==> config.mk <==
export PLATFORM = sky130hd
export DESIGN_NAME = instruction_fetch_stage
export DESIGN_NICKNAME = d
export VERILOG_FILES = /design/src/rtl/xm23_pkg.sv /design/src/rtl/fetch_fifo.sv /design/src/rtl/instruction_fetch_stage.sv
export SDC_FILE = /design/constraint.sdc
export NUM_CORES = 1
export LEC_CHECK = 0
export ABC_AREA = 0
export CAP_MARGIN = 20
export CELL_PAD_IN_SITES_DETAIL_PLACEMENT = 1
export CELL_PAD_IN_SITES_GLOBAL_PLACEMENT = 2
export CORE_MARGIN = 8
export CORE_UTILIZATION = 37
export DETAILED_ROUTE_END_ITERATION = 10
export GPL_TIMING_DRIVEN = 1
export PLACE_DENSITY = 0.9
export REMOVE_ABC_BUFFERS = 1
export SETUP_SLACK_MARGIN = 0.1
export SKIP_LAST_GASP = 1
export SLEW_MARGIN = 25
export SYNTH_ARGS = -nofsm -noshare
export SYNTH_HDL_FRONTEND = slang
export SYNTH_SLANG_ARGS = --single-unit
==> constraint.sdc <==
create_clock -name clk -period 6.5 [get_ports clk]
set_clock_uncertainty 0.15 [all_clocks]
set_input_delay 0.975 -clock clk [delete_from_list [all_inputs] [get_ports clk]]
set_output_delay 0.975 -clock clk [all_outputs]
set_load 0.05 [all_outputs]
==> src/rtl/xm23_pkg.sv <==
// Shared types for the XM23 fetch stage: state encoding, FIFO entry layout, PC stepping.
package xm23_pkg;

    typedef logic [15:0] word_t;

    typedef enum logic [1:0] {
        IDLE,
        REQ,
        DISCARD,
        HALT
    } fetch_state_e;

    typedef struct packed {
        word_t pc;
        word_t instr;
    } fetch_entry_t;

    localparam word_t PC_STEP = 16'd2;

    // 16-bit add wraps 16'hFFFE -> 16'h0000 by itself.
    function automatic word_t next_pc(input word_t pc);
        return pc + PC_STEP;
    endfunction

endpackage

==> src/rtl/fetch_fifo.sv <==
// Small instruction FIFO of {pc, instr} entries; synchronous flush wins over a same-cycle push.
module fetch_fifo
    import xm23_pkg::*;
#(
    parameter int unsigned BUF_DEPTH = 2
) (
    input  logic                         clk,
    input  logic                         rst_n,
    input  logic                         push,
    input  logic                         pop,
    input  logic                         flush,
    input  fetch_entry_t                 push_data,
    output fetch_entry_t                 head,
    output logic [$clog2(BUF_DEPTH):0]   count,
    output logic                         full,
    output logic                         empty
);

    localparam int unsigned AW = $clog2(BUF_DEPTH);

    logic [AW-1:0] wr_ptr_q, rd_ptr_q;
    logic [AW:0]   count_q;
    fetch_entry_t  mem_q [BUF_DEPTH];

    always_ff @(posedge clk) begin
        if (!rst_n) begin
            wr_ptr_q <= '0;
            rd_ptr_q <= '0;
            count_q  <= '0;
        end else if (flush) begin
            wr_ptr_q <= '0;
            rd_ptr_q <= '0;
            count_q  <= '0;
        end else begin
            if (push) wr_ptr_q <= wr_ptr_q + 1'b1;
            if (pop)  rd_ptr_q <= rd_ptr_q + 1'b1;
            count_q <= count_q + (AW + 1)'(push) - (AW + 1)'(pop);
        end
    end

    always_ff @(posedge clk) begin
        if (push && !flush) mem_q[wr_ptr_q] <= push_data;
    end

    assign head  = mem_q[rd_ptr_q];
    assign count = count_q;
    assign full  = (count_q == (AW + 1)'(BUF_DEPTH));
    assign empty = (count_q == '0);

endmodule

==> src/rtl/instruction_fetch_stage.sv <==
// XM23 fetch stage: PC, req/ack instruction memory FSM, FIFO and stall-aware output register.
// Define FETCH_PERF_CNT_EN to add the saturating fetch/stall performance counters.
module instruction_fetch_stage
    import xm23_pkg::*;
#(
    parameter word_t       RESET_PC  = 16'h0000,
    parameter int unsigned BUF_DEPTH = 2
) (
    input  logic        clk,
    input  logic        rst_n,
    input  logic [7:0]  stall_in,
    input  logic        redirect_i,
    input  logic [15:0] redirect_pc_i,
    input  logic        sleep_i,
    input  logic        wake_i,
    output logic        imem_req_o,
    output logic [15:0] imem_addr_o,
    input  logic        imem_ack_i,
    input  logic [15:0] imem_rdata_i,
    output logic [15:0] fetch_o,
    output logic [15:0] fetch_pc_o,
    output logic        fetch_valid_o,
    output logic        halted_o
`ifdef FETCH_PERF_CNT_EN
    ,
    output logic [31:0] perf_fetch_cnt_o,
    output logic [31:0] perf_stall_cnt_o
`endif
);

    localparam int unsigned CW = $clog2(BUF_DEPTH) + 1;

    fetch_state_e state_q, state_d;
    word_t        pc_q, pc_d, addr_q, addr_d;
    logic         sleep_pend_q, sleep_pend_d;
    word_t        fetch_q, fetch_pc_q;
    logic         fetch_valid_q;

    fetch_entry_t fifo_head, out_entry;
    logic [CW-1:0] fifo_count, cnt_next;
    logic         fifo_full, fifo_empty, fifo_push, fifo_pop;
    logic         stall, busy, accept, take, space, sleep_now;

    assign stall     = |stall_in;
    assign busy      = (state_q == REQ) || (state_q == DISCARD);
    assign accept    = (state_q == REQ) && imem_ack_i && !redirect_i;
    assign take      = !redirect_i && !stall && (!fifo_empty || accept);
    // An empty FIFO is bypassed so a returning word reaches fetch_o one cycle after its ack.
    assign fifo_pop  = take && !fifo_empty;
    assign fifo_push = accept && !(take && fifo_empty);
    assign out_entry = fifo_empty ? '{pc: pc_q, instr: imem_rdata_i} : fifo_head;
    assign cnt_next  = fifo_count + CW'(fifo_push) - CW'(fifo_pop);
    assign space     = cnt_next < CW'(BUF_DEPTH);
    assign sleep_now = sleep_i || sleep_pend_q;

    fetch_fifo #(
        .BUF_DEPTH (BUF_DEPTH)
    ) u_fifo (
        .clk       (clk),
        .rst_n     (rst_n),
        .push      (fifo_push),
        .pop       (fifo_pop),
        .flush     (redirect_i),
        .push_data ('{pc: pc_q, instr: imem_rdata_i}),
        .head      (fifo_head),
        .count     (fifo_count),
        .full      (fifo_full),
        .empty     (fifo_empty)
    );

    always_comb begin
        state_d      = state_q;
        pc_d         = pc_q;
        sleep_pend_d = sleep_pend_q | sleep_i;
        if (redirect_i) begin
            pc_d = redirect_pc_i & 16'hFFFE;
            if (busy && !imem_ack_i) state_d = DISCARD;
            else if (sleep_now)      state_d = HALT;
            else                     state_d = REQ;
        end else begin
            unique case (state_q)
                IDLE: begin
                    if (sleep_now)       state_d = HALT;
                    else if (!fifo_full) state_d = REQ;
                end
                REQ: begin
                    if (imem_ack_i) begin
                        pc_d    = next_pc(pc_q);
                        state_d = sleep_now ? HALT : (space ? REQ : IDLE);
                    end
                end
                DISCARD: if (imem_ack_i) state_d = sleep_now ? HALT : REQ;
                HALT:    if (wake_i) state_d = space ? REQ : IDLE;
                default: state_d = IDLE;
            endcase
        end
        if (state_d == HALT) sleep_pend_d = 1'b0;
        // The address of an abandoned request stays on the bus until its ack arrives.
        if (state_d == REQ)          addr_d = pc_d;
        else if (state_d == DISCARD) addr_d = addr_q;
        else                         addr_d = '0;
    end

    always_ff @(posedge clk) begin
        if (!rst_n) begin
            state_q       <= IDLE;
            pc_q          <= RESET_PC & 16'hFFFE;
            addr_q        <= '0;
            sleep_pend_q  <= 1'b0;
            fetch_q       <= '0;
            fetch_pc_q    <= '0;
            fetch_valid_q <= 1'b0;
        end else begin
            state_q      <= state_d;
            pc_q         <= pc_d;
            addr_q       <= addr_d;
            sleep_pend_q <= sleep_pend_d;
            if (redirect_i) begin
                fetch_q       <= '0;
                fetch_valid_q <= 1'b0;
            end else if (!stall) begin
                if (take) begin
                    fetch_q       <= out_entry.instr;
                    fetch_pc_q    <= out_entry.pc;
                    fetch_valid_q <= 1'b1;
                end else begin
                    fetch_q       <= '0;
                    fetch_valid_q <= 1'b0;
                end
            end
        end
    end

    assign imem_req_o    = busy;
    assign imem_addr_o   = addr_q;
    assign fetch_o       = fetch_q;
    assign fetch_pc_o    = fetch_pc_q;
    assign fetch_valid_o = fetch_valid_q;
    assign halted_o      = (state_q == HALT);

`ifdef FETCH_PERF_CNT_EN
    logic [31:0] perf_fetch_q, perf_stall_q;

    always_ff @(posedge clk) begin
        if (!rst_n) begin
            perf_fetch_q <= '0;
            perf_stall_q <= '0;
        end else begin
            if (take && perf_fetch_q != 32'hFFFF_FFFF) perf_fetch_q <= perf_fetch_q + 32'd1;
            if (stall && fetch_valid_q && perf_stall_q != 32'hFFFF_FFFF) begin
                perf_stall_q <= perf_stall_q + 32'd1;
            end
        end
    end

    assign perf_fetch_cnt_o = perf_fetch_q;
    assign perf_stall_cnt_o = perf_stall_q;
`endif

endmodule

==> results.toml, run 1 <==
[logic_synthesis]
syn_avg_cell_area_um2 = 11.6
synth-seq-cells = 137
ys_seq_area_share_pct = 60.3
ys.flop_type = "dfxtp_1"
synth_cell_type_count = 46
syn-cell-area_um2 = 5610
yosysWarnings = 0
synth_edf_count = 64
async_reset_ff_share_pct = 0
synthCells = 485

[setup_path]
r2r-end = "imem_addr_o[2]$_SDFFE_PN0P_"
critPathArrivalTime_ns = 5.23
cp-start-kind = "input port"
worst_setup_path_end_kind = "flip-flop"
rr_worst_depth = 9
crit-reg2reg-launch = "u_fifo.count[1]$_SDFF_PP0_"
crit_type = "input port to flip-flop"
cp-startpoint = "stall_in[1]"
r2r_slack_ns = 2.82
cp_data_required_time_ns = 6.70
endpoint = "imem_addr_o[2]$_SDFFE_PN0P_"
crit_path_max_fanout = 19

[power_and_ir_drop]
peakVddDrop_mv = 0.189
p_leak_nw = 2.38
power_density_nw_per_um2 = 279

[clocking]
cts_buffers = 17
post_cts_buffers = 0
clk_pin_slew_ns = 0.06
ctsResizeCount = 0
cts_buffer_depth = 2
cts_hold_buf = 0
cts-htree-levels = 4
cts_root_buffer = "clkbuf_16"
clock_latency_ns = 0.41
numClockSinks = 137
cts_tree = "done"

[sta]
max_freq_mhz = 199
fin_crit_ns = 5.03
rsz0062_at_grt = "false"
period_share_pct = 77.4
final.setup.tns_ns = 0
hold_violations = 0
worst_pin_slew_ns = 0.822
relSlewSlack_pct = 45.1
maxSlewViolCount = 0
setup-violations-final = 0

[global_routing]
antenna_found_initial = 0
gr-usage-met1_pct = 16.5
grt_max_degree = 50
grt_use_met2_pct = 26.5
use_met3_pct = 4.65
grt_pass1_wl_um = 22900
grt_pass1_vias = 4352
grt_usage_pct = 15.1
grt.overflow.total = 0
busiest_layer = "met2"

[route]
postRouteAntennaNets = 0
drc = 0
wirelength_um = 14300
wire_per_inst_um = 18.5
dr_total_vias = 4068
drt-initial-drc-count = 239
vias_per_cell = 5.28
firstDrtPassIters = 4

[final_layout]
drive_gt1_share_pct = 7.38
multiInputGateArea_um2 = 2070
nNetsFinal = 623
n_fill_cell = 1572
n_antenna_cell = 0
ff_latch_area_um2 = 3390
layout_common_cells = "clkdlybuf4s50_1 (95), dfxtp_1 (72), edfxtp_1 (64), nor2_1 (54), a21oi_1 (44)"
syn2layout_area_growth_pct = 29.8
final_core_util_pct = 48.4
final_common_cell = "clkdlybuf4s50_1"

[floorplan]
dieWidth_um = 139
start_util_pct = 37.3
core_area_um2 = 15000
num_rows = 45
fp.dieH_um = 139
die_area_um2 = 19400
io_pins = 97

[job]
drv_cap = 0

[place]
gp_congestion = 0.749
dp_hpwl_um = 9210
placement.io_buffers = 95

[outcome]
status = "finished clean"

[worst_hold_path]
worstHoldPathType = "flip-flop to flip-flop"
## final cells by class
type	instances	share of cell area, %
Sequential cell	137	46.5
Multi-Input combinational cell	307	28.5
Timing Repair Buffer	99	13.7
Clock buffer	17	5.84
Tap cell	188	3.23
Clock inverter	15	1.75
Inverter	8	0.412
## flip-flops by register name (all words and copies together) (netlist names), named ones only
register         cells
fetch_o             16
u_fifo.wr_ptr_q      1
imem_addr_o         16
fetch_valid_o        1
u_fifo.rd_ptr_q      1
u_fifo.mem_q        64
u_fifo.count         2
pc_q                16
fetch_pc_o          16
state_q              2
sleep_pend_q         1
## cell families after synthesis
group / count (synthesis) / share of synthesized area [%]
DFF: 137 / 60.3
and+or+nand+nor: 128 / 11.3
AOI/OAI and AO/OA: 123 / 14.9
buffers and inverters: 41 / 3.17
muxes: 35 / 6.25
xor gates and xnor gates: 14 / 2.45
adders and majority gates: 7 / 1.56
## stage by stage
step | hold slack (ns) | total power (W) | std cells | cell area, µm² | worst slack, ns
6_report | 0.315 | 0.00203 | 771 | 7280 | 1.47
5_1_grt | 0.347 | 0.00211 | 771 | 7280 | 1.13
4_1_cts | 0.316 | 0.00205 | 770 | 7250 | 1.42
3_5_place_dp | 0.308 | 0.00115 | 738 | 6700 | 0.999
3_3_place_gp | 0.293 | 0.00114 | 738 | 6700 | 1.27
2_1_floorplan | 0.290 | 0.00107 | 452 | 5460 | 2.59
## critical path: stages
cell	delay, ns
clkdlybuf4s50_1	0.41
nor4_1	0.58
nand2_1	0.65
nor3b_1	0.54
ha_1	0.31
inv_1	0.06
ha_1	0.15
xor3_1	0.21
a21oi_1	0.12
o32ai_2	0.32
and3_1	0.65
a22o_1	0.26
## power breakdown
group | total, W | internal [W] | switching [W]
Combinational | 0.000184 | 0.0000760 | 0.000108
Sequential | 0.000948 | 0.000926 | 0.0000225
Clock | 0.000897 | 0.000524 | 0.000373
Total | 0.00203 | 0.00153 | 0.000503
## routing by layer
layer | part of all wire [%] | wire, µm | up-vias
li1 | - | - | 1955
met3 | 4.5 | 638 | 15
met5 | 0 | 0 | -
met1 | 44 | 6240 | 2011
met2 | 50 | 7170 | 87
met4 | 1.5 | 221 | 0
## synth_stat cells (11+ instances only)
cell	count	share of area [%]
clkbuf_1	23	1.5
and2_1	11	1.2
a21oi_1	44	3.9
a211oi_1	32	4.3
edfxtp_1	64	34
nor2b_1	20	2.2
mux2i_1	35	6.2
nand2_1	12	0.80
a22o_1	14	2.2
nor2_1	54	3.6
dfxtp_1	73	26
o21ai_0	12	1.1
## how the worst min path moves through the flow
stage	from	to	slack, ns	depth (start not counted)
6_report	fetch_valid_o$_SDFFE_PP0N_	fetch_valid_o$_SDFFE_PP0N_	0.32	2
5_1_grt	fetch_valid_o$_SDFFE_PP0N_	fetch_valid_o$_SDFFE_PP0N_	0.35	2
4_1_cts	fetch_valid_o$_SDFFE_PP0N_	fetch_valid_o$_SDFFE_PP0N_	0.32	2
3_5_place_dp	fetch_valid_o$_SDFFE_PP0N_	fetch_valid_o$_SDFFE_PP0N_	0.31	2
3_3_place_gp	fetch_valid_o$_SDFFE_PP0N_	fetch_valid_o$_SDFFE_PP0N_	0.29	2
2_1_floorplan	pc_q[0]$_SDFF_PN0_	u_fifo.mem_q[0][16]$_DFFE_PP_	0.29	0
(Power assumes the default switching activity.)
==> inputs of run 2 (changes only) <==
--- a/config.mk
+++ b/config.mk
@@ -10,10 +10,10 @@
 export CELL_PAD_IN_SITES_DETAIL_PLACEMENT = 1
 export CELL_PAD_IN_SITES_GLOBAL_PLACEMENT = 2
 export CORE_MARGIN = 8
-export CORE_UTILIZATION = 37
+export CORE_UTILIZATION = 31
 export DETAILED_ROUTE_END_ITERATION = 10
 export GPL_TIMING_DRIVEN = 1
-export PLACE_DENSITY = 0.9
+export PLACE_DENSITY = 0.81
 export REMOVE_ABC_BUFFERS = 1
 export SETUP_SLACK_MARGIN = 0.1
 export SKIP_LAST_GASP = 1
==> constraint.sdc (replaced) <==
create_clock -name clk -period 4.45 [get_ports clk]
set_clock_uncertainty 0.15 [all_clocks]
set_input_delay 0.6675 -clock clk [delete_from_list [all_inputs] [get_ports clk]]
set_output_delay 0.6675 -clock clk [all_outputs]
set_load 0.05 [all_outputs]
==> run 2 against run 1 <==
Net effect:
- power up 53%
- final area up 2.0%
- first-iteration DRC count down 36%
- global-route usage down 1.8 points
- die area up 17%
- via count down 0.25%
- critical path depth up 1
- routed wire length up 1.5%
- worst setup slack worse by 0.98 ns
==> results.toml, run 2 (same netlist as run 1, synthesis figures left out) <==
[worst_hold_path]
min_from = "imem_addr_o[14]$_SDFFE_PN0P_"
hold_path_depth = 1
worstHoldPathType = "flip-flop to flip-flop"
holdPathEnd = "imem_addr_o[14]$_SDFFE_PN0P_"

[sta]
relSlewSlack_pct = 40.5
max_freq_mhz = 253
period_share_pct = 88.9
setup-violations-final = 0
worst_pin_slew_ns = 0.891
hold_violations = 0
final.setup.tns_ns = 0
rsz0062_at_grt = "false"
fin_crit_ns = 3.95
maxSlewViolCount = 0

[final_layout]
syn2layout_area_growth_pct = 32.3
n_fill_cell = 1898
layout_common_cells = "clkdlybuf4s50_1 (95), dfxtp_1 (72), edfxtp_1 (64), nor2_1 (54), a21oi_1 (44)"
top_register = "u_fifo.mem_q"
nNetsFinal = 630
largest_reg_flops = 64
drive_gt1_share_pct = 8.31
final_common_cell = "clkdlybuf4s50_1"
n_antenna_cell = 0
fin_area_um2 = 7420

[floorplan]
dieWidth_um = 151
fp.dieH_um = 151
io_pins = 97
num_rows = 49
start_util_pct = 31.4
die_area_um2 = 22700
core_area_um2 = 17800

[clocking]
cts-htree-levels = 4
cts_buffers = 17
post_cts_buffers = 0
cts_tree = "done"
cts_hold_buf = 0
clock_latency_ns = 0.42
numClockSinks = 137
ctsResizeCount = 0
clk_pin_slew_ns = 0.06
cts_root_buffer = "clkbuf_16"
cts_buffer_depth = 2

[route]
postRouteAntennaNets = 0
dr_total_vias = 4058
drt-initial-drc-count = 152
drc = 0
wirelength_um = 14500
vias_per_cell = 4.95
firstDrtPassIters = 4
wire_per_inst_um = 17.7

[setup_path]
critPathBufInv = 3
crit_type = "input port to flip-flop"
worst_setup_path_end_kind = "flip-flop"
max_stage_delay_ns = 0.64
crit_path_top_delay_cell = "and3_1"
critPathMostFrequentCell = "ha_1"
path_cells = "clkdlybuf4s50_1 -> nor4_1 -> buf_4 -> nand2_1 -> nor3b_1 -> ha_1 -> inv_1 -> ha_1 -> xor3_1 -> a21oi_1 -> o32ai_2 -> and3_1 -> a22o_1"
critPathArrivalTime_ns = 4.17
crit-reg2reg-launch = "u_fifo.count[1]$_SDFF_PP0_"
cpLargestDelayFamily = "simple AND/OR/NAND/NOR gates"
rr_worst_depth = 10
cp_data_required_time_ns = 4.66
cp-startpoint = "stall_in[1]"
r2r_slack_ns = 0.79
crit_path_max_fanout = 16
r2r-end = "imem_addr_o[9]$_SDFFE_PN0P_"
cp-start-kind = "input port"

[global_routing]
grt_max_degree = 36
grt_pass1_vias = 4482
grt_pass1_wl_um = 23200
grt_usage_pct = 13.2
antenna_found_initial = 0
grt.overflow.total = 0

[outcome]
status = "finished clean"

[power_and_ir_drop]
peakVddDrop_mv = 0.263
p_leak_nw = 2.45
p_total_w = 0.00310
power_density_nw_per_um2 = 418

[place]
dp_hpwl_um = 9840
placement.io_buffers = 95
gp_congestion = 0.732
place_area_um2 = 6820

[job]
drv_cap = 0
==> run 2: cell types whose count changed in the layout (fill, tap and decap cells not counted), sizes merged <==
| cell | previous run | this run |
|---|---|---|
| clkinv | 4 | 6 |
| clkinvlp | 7 | 2 |
| inv | 11 | 12 |
| bufinv | 1 | 3 |
| buf | 4 | 11 |
==> run 2: how the worst max path moves through the flow <==
stage | slack [ns] | cells past startpoint | end
floorplan | 0.54 | 3 | u_fifo.mem_q[0][0]$_DFFE_PP_
global placement | 0.18 | 13 | imem_addr_o[8]$_SDFFE_PN0P_
detailed placement | 0.06 | 13 | imem_addr_o[13]$_SDFFE_PN0P_
CTS | 0.48 | 13 | imem_addr_o[5]$_SDFFE_PN0P_
global route | 0.29 | 13 | imem_addr_o[9]$_SDFFE_PN0P_
finish | 0.50 | 13 | imem_addr_o[9]$_SDFFE_PN0P_
==> run 2: per-layer routing <==
layer | vias to the layer above | wire length (µm) | GRT usage (%)
li1 | 1975 | - | -
met1 | 1985 | 6560 | 15.4
met2 | 85 | 6980 | 22.4
met3 | 13 | 811 | 4.69
met4 | 0 | 127 | 4.10
met5 | - | 0 | 0
==> run 2: cell type report <==
cell class | instances | area, µm² | share of cell area [%]
Multi-Input combinational cell | 307 | 2070 | 27.9
Sequential cell | 137 | 3390 | 45.6
Tap cell | 229 | 287 | 3.86
Timing Repair Buffer | 106 | 1050 | 14.1
Clock buffer | 17 | 425 | 5.73
Clock inverter | 15 | 174 | 2.34
Inverter | 8 | 30.0 | 0.405
==> run 2: metrics by stage <==
step / hold slack (ns) / utilization (%) / worst slack, ns / std cells
2_1_floorplan: 0.290 / - / 0.541 / 452
3_3_place_gp: 0.291 / 38.2 / 0.176 / 787
6_report: 0.315 / 41.6 / 0.495 / 819
3_5_place_dp: 0.308 / 38.2 / 0.0565 / 787
5_1_grt: 0.353 / 41.6 / 0.289 / 819
4_1_cts: 0.319 / 41.6 / 0.483 / 819
==> run 2: worst register-to-register path: cells and delay by family, from the launching register on <==
family,cells,cell delay (ns)
flip-flops,1,0.38
AND/OR/NAND/NOR,3,1.62
adder cells (fa/ha/maj),2,0.47
XOR/XNOR,1,0.22
AO/OA/AOI/OAI,3,0.70
buffers and inverters,1,0.06
==> run 2: report_power, final <==
part / total, W / switching [W] / leakage (nW) / internal (W)
Clock: 0.00144 / 0.000557 / 0.287 / 0.000882
Sequential: 0.00138 / 0.0000325 / 1.18 / 0.00135
Combinational: 0.000276 / 0.000161 / 0.983 / 0.000115
==> inputs of run 3 (changes only) <==
--- a/config.mk
+++ b/config.mk
@@ -10,10 +10,10 @@
 export CELL_PAD_IN_SITES_DETAIL_PLACEMENT = 1
 export CELL_PAD_IN_SITES_GLOBAL_PLACEMENT = 2
 export CORE_MARGIN = 8
-export CORE_UTILIZATION = 31
+export CORE_UTILIZATION = 37
 export DETAILED_ROUTE_END_ITERATION = 10
 export GPL_TIMING_DRIVEN = 1
-export PLACE_DENSITY = 0.81
+export PLACE_DENSITY = 0.9
 export REMOVE_ABC_BUFFERS = 1
 export SETUP_SLACK_MARGIN = 0.1
 export SKIP_LAST_GASP = 1
==> constraint.sdc (replaced) <==
create_clock -name clk -period 5.1 [get_ports clk]
set_clock_uncertainty 0.15 [all_clocks]
set_input_delay 0.765 -clock clk [delete_from_list [all_inputs] [get_ports clk]]
set_output_delay 0.765 -clock clk [all_outputs]
set_load 0.05 [all_outputs]
==> run 3 against run 2 <==
Net effect:
- sequential power fell by 12%
- global-route usage rose by 1.7 points
- die area is 15% lower
- combinational power shrank 14%
- sequential cell count stayed put
- utilization increased by 6.9 points
- clock power shrank 21%
- power decreased by 16%
- critical path depth unchanged
- worst hold slack improved by 0.0039 ns
- register-to-register slack better by 0.96 ns
- cell count is 5.6% lower
- critical path type unchanged
- largest power group is now sequential cells
==> results.toml, run 3 (same netlist as run 1, synthesis figures left out) <==
[floorplan]
start_util_pct = 37.3
die_area_um2 = 19400
core_area_um2 = 15000
fp.dieH_um = 139
dieWidth_um = 139
io_pins = 97
num_rows = 45

[setup_path]
critPathMostFrequentCell = "ha_1"
r2r-end = "imem_addr_o[4]$_SDFFE_PN0P_"
cp-start-kind = "input port"
cp_data_required_time_ns = 5.30
cpLargestDelayFamily = "simple AND/OR/NAND/NOR gates"
crit-reg2reg-launch = "u_fifo.count[1]$_SDFF_PP0_"
critPathBufInv = 3
r2r_slack_ns = 1.75
crit_path_max_fanout = 19
cp-startpoint = "stall_in[5]"
rr_worst_depth = 9
endpoint = "imem_addr_o[4]$_SDFFE_PN0P_"
max_stage_delay_ns = 0.62
path_cells = "clkdlybuf4s50_1 -> nor4_1 -> nand2_1 -> buf_4 -> nor3b_1 -> ha_1 -> inv_1 -> ha_1 -> xor3_1 -> a21oi_1 -> o32ai_2 -> and3_1 -> a22o_1"
crit_path_top_delay_cell = "and3_1"
critPathArrivalTime_ns = 4.54
crit_type = "input port to flip-flop"
worst_setup_path_end_kind = "flip-flop"
cp.depth = 13

[route]
dr_total_vias = 4039
vias_per_cell = 5.23
postRouteAntennaNets = 0
drt-initial-drc-count = 165
drc = 0
wire_per_inst_um = 18.2
wirelength_um = 14100
firstDrtPassIters = 4

[place]
pre_cts_slack_ns = 0.348
dpl.cell_count = 740
gp_congestion = 0.756
dp_hpwl_um = 9380
placement.io_buffers = 95

[sta]
relSlewSlack_pct = 42.7
rsz0062_at_grt = "false"
setup-violations-final = 0
hold_violations = 0
max_freq_mhz = 230
maxSlewViolCount = 0
worst_slack_ns = 0.759
final.setup.tns_ns = 0
period_share_pct = 85.1
worst_pin_slew_ns = 0.860
fin_crit_ns = 4.34

[global_routing]
grt_pass1_vias = 4449
grt_pass1_wl_um = 22900
grt_max_degree = 67
gr-usage-met1_pct = 17.0
grt_use_met2_pct = 26.0
grt_usage_pct = 14.9
use_met3_pct = 4.72
antenna_found_initial = 0
grt.overflow.total = 0
busiest_layer = "met2"

[clocking]
cts_buffers = 17
clock_latency_ns = 0.41
clk_pin_slew_ns = 0.06
ctsResizeCount = 0
cts_root_buffer = "clkbuf_16"
cts_hold_buf = 0
cts_buffer_depth = 2
post_cts_buffers = 0
cts-htree-levels = 4
numClockSinks = 137
cts_tree = "done"

[outcome]
status = "finished clean"

[final_layout]
largest_reg_flops = 64
layout_common_cells = "clkdlybuf4s50_1 (95), dfxtp_1 (72), edfxtp_1 (64), nor2_1 (54), a21oi_1 (44)"
n_fill_cell = 1569
stdcell_count = 773
syn2layout_area_growth_pct = 30.1
top_register = "u_fifo.mem_q"
nNetsFinal = 625
drive_gt1_share_pct = 7.18
final_common_cell = "clkdlybuf4s50_1"
n_antenna_cell = 0

[power_and_ir_drop]
power_density_nw_per_um2 = 355
p_leak_nw = 2.42
peakVddDrop_mv = 0.261

[worst_hold_path]
min_from = "fetch_valid_o$_SDFFE_PP0N_"
worstHoldPathType = "flip-flop to flip-flop"

[job]
drv_cap = 0
run 3: cell types whose count changed in the layout (fill, tap and decap cells not counted), moves of 2 or more:
cell,change
bufinv_16,-3
clkbuf_1,+5
clkbuf_8,+2
buf_4,-5
clkbuf_16,+2
clkinv_2,+3
clkinvlp_4,-2
inv_6,-4
clkinv_1,-3
run 3: layout make-up:
| type | instances | area (µm²) | share of cell area, % |
|---|---|---|---|
| repair buffers | 101 | 1020 | 13.9 |
| multi-input cells | 307 | 2070 | 28.4 |
| clock inverters | 6 | 35.0 | 0.480 |
| clock buffers | 26 | 522 | 7.15 |
| flip-flops and latches | 137 | 3390 | 46.4 |
| well taps | 188 | 235 | 3.22 |
| inverters | 8 | 30.0 | 0.411 |
run 3: worst min-delay path by stage:
stage                                    endpoint  slack, ns  cells past startpoint
finish                 fetch_valid_o$_SDFFE_PP0N_       0.32                      2
global route           fetch_valid_o$_SDFFE_PP0N_       0.36                      2
CTS                    fetch_valid_o$_SDFFE_PP0N_       0.33                      2
detailed placement   imem_addr_o[14]$_SDFFE_PN0P_       0.31                      1
global placement       fetch_valid_o$_SDFFE_PP0N_       0.29                      2
floorplan           u_fifo.mem_q[0][16]$_DFFE_PP_       0.29                      0
run 3: layer usage:
| metal | part of all wire (%) | vias to the layer above |
|---|---|---|
| li1 | - | 1959 |
| met1 | 44 | 1977 |
| met4 | 1.4 | 0 |
| met3 | 4.5 | 17 |
| met5 | 0 | - |
| met2 | 50 | 86 |
run 3: metrics by stage:
| step | hold slack, ns | util [%] | instance area, µm² | power [W] |
|---|---|---|---|---|
| 6_report | 0.319 | 48.6 | 7300 | 0.00259 |
| 5_1_grt | 0.355 | 48.6 | 7300 | 0.00268 |
| 4_1_cts | 0.328 | 48.4 | 7270 | 0.00261 |
| 3_5_place_dp | 0.309 | 44.7 | 6710 | 0.00147 |
| 3_3_place_gp | 0.293 | 44.7 | 6710 | 0.00146 |
| 2_1_floorplan | 0.290 | - | 5460 | 0.00136 |
run 3: worst min-delay path, cell delays in order (launching register included):
cell and delay, ns:
dfxtp_1 0.31, nand2_1 0.05, a21oi_1 0.06
run 3: power by group:
part	internal (W)	leakage (nW)	switching [W]	total (W)
sequential	0.00118	1.18	0.0000295	0.00121
clock	0.000704	0.279	0.000440	0.00114
combinational	0.0000978	0.960	0.000138	0.000236
total	0.00198	2.42	0.000608	0.00259
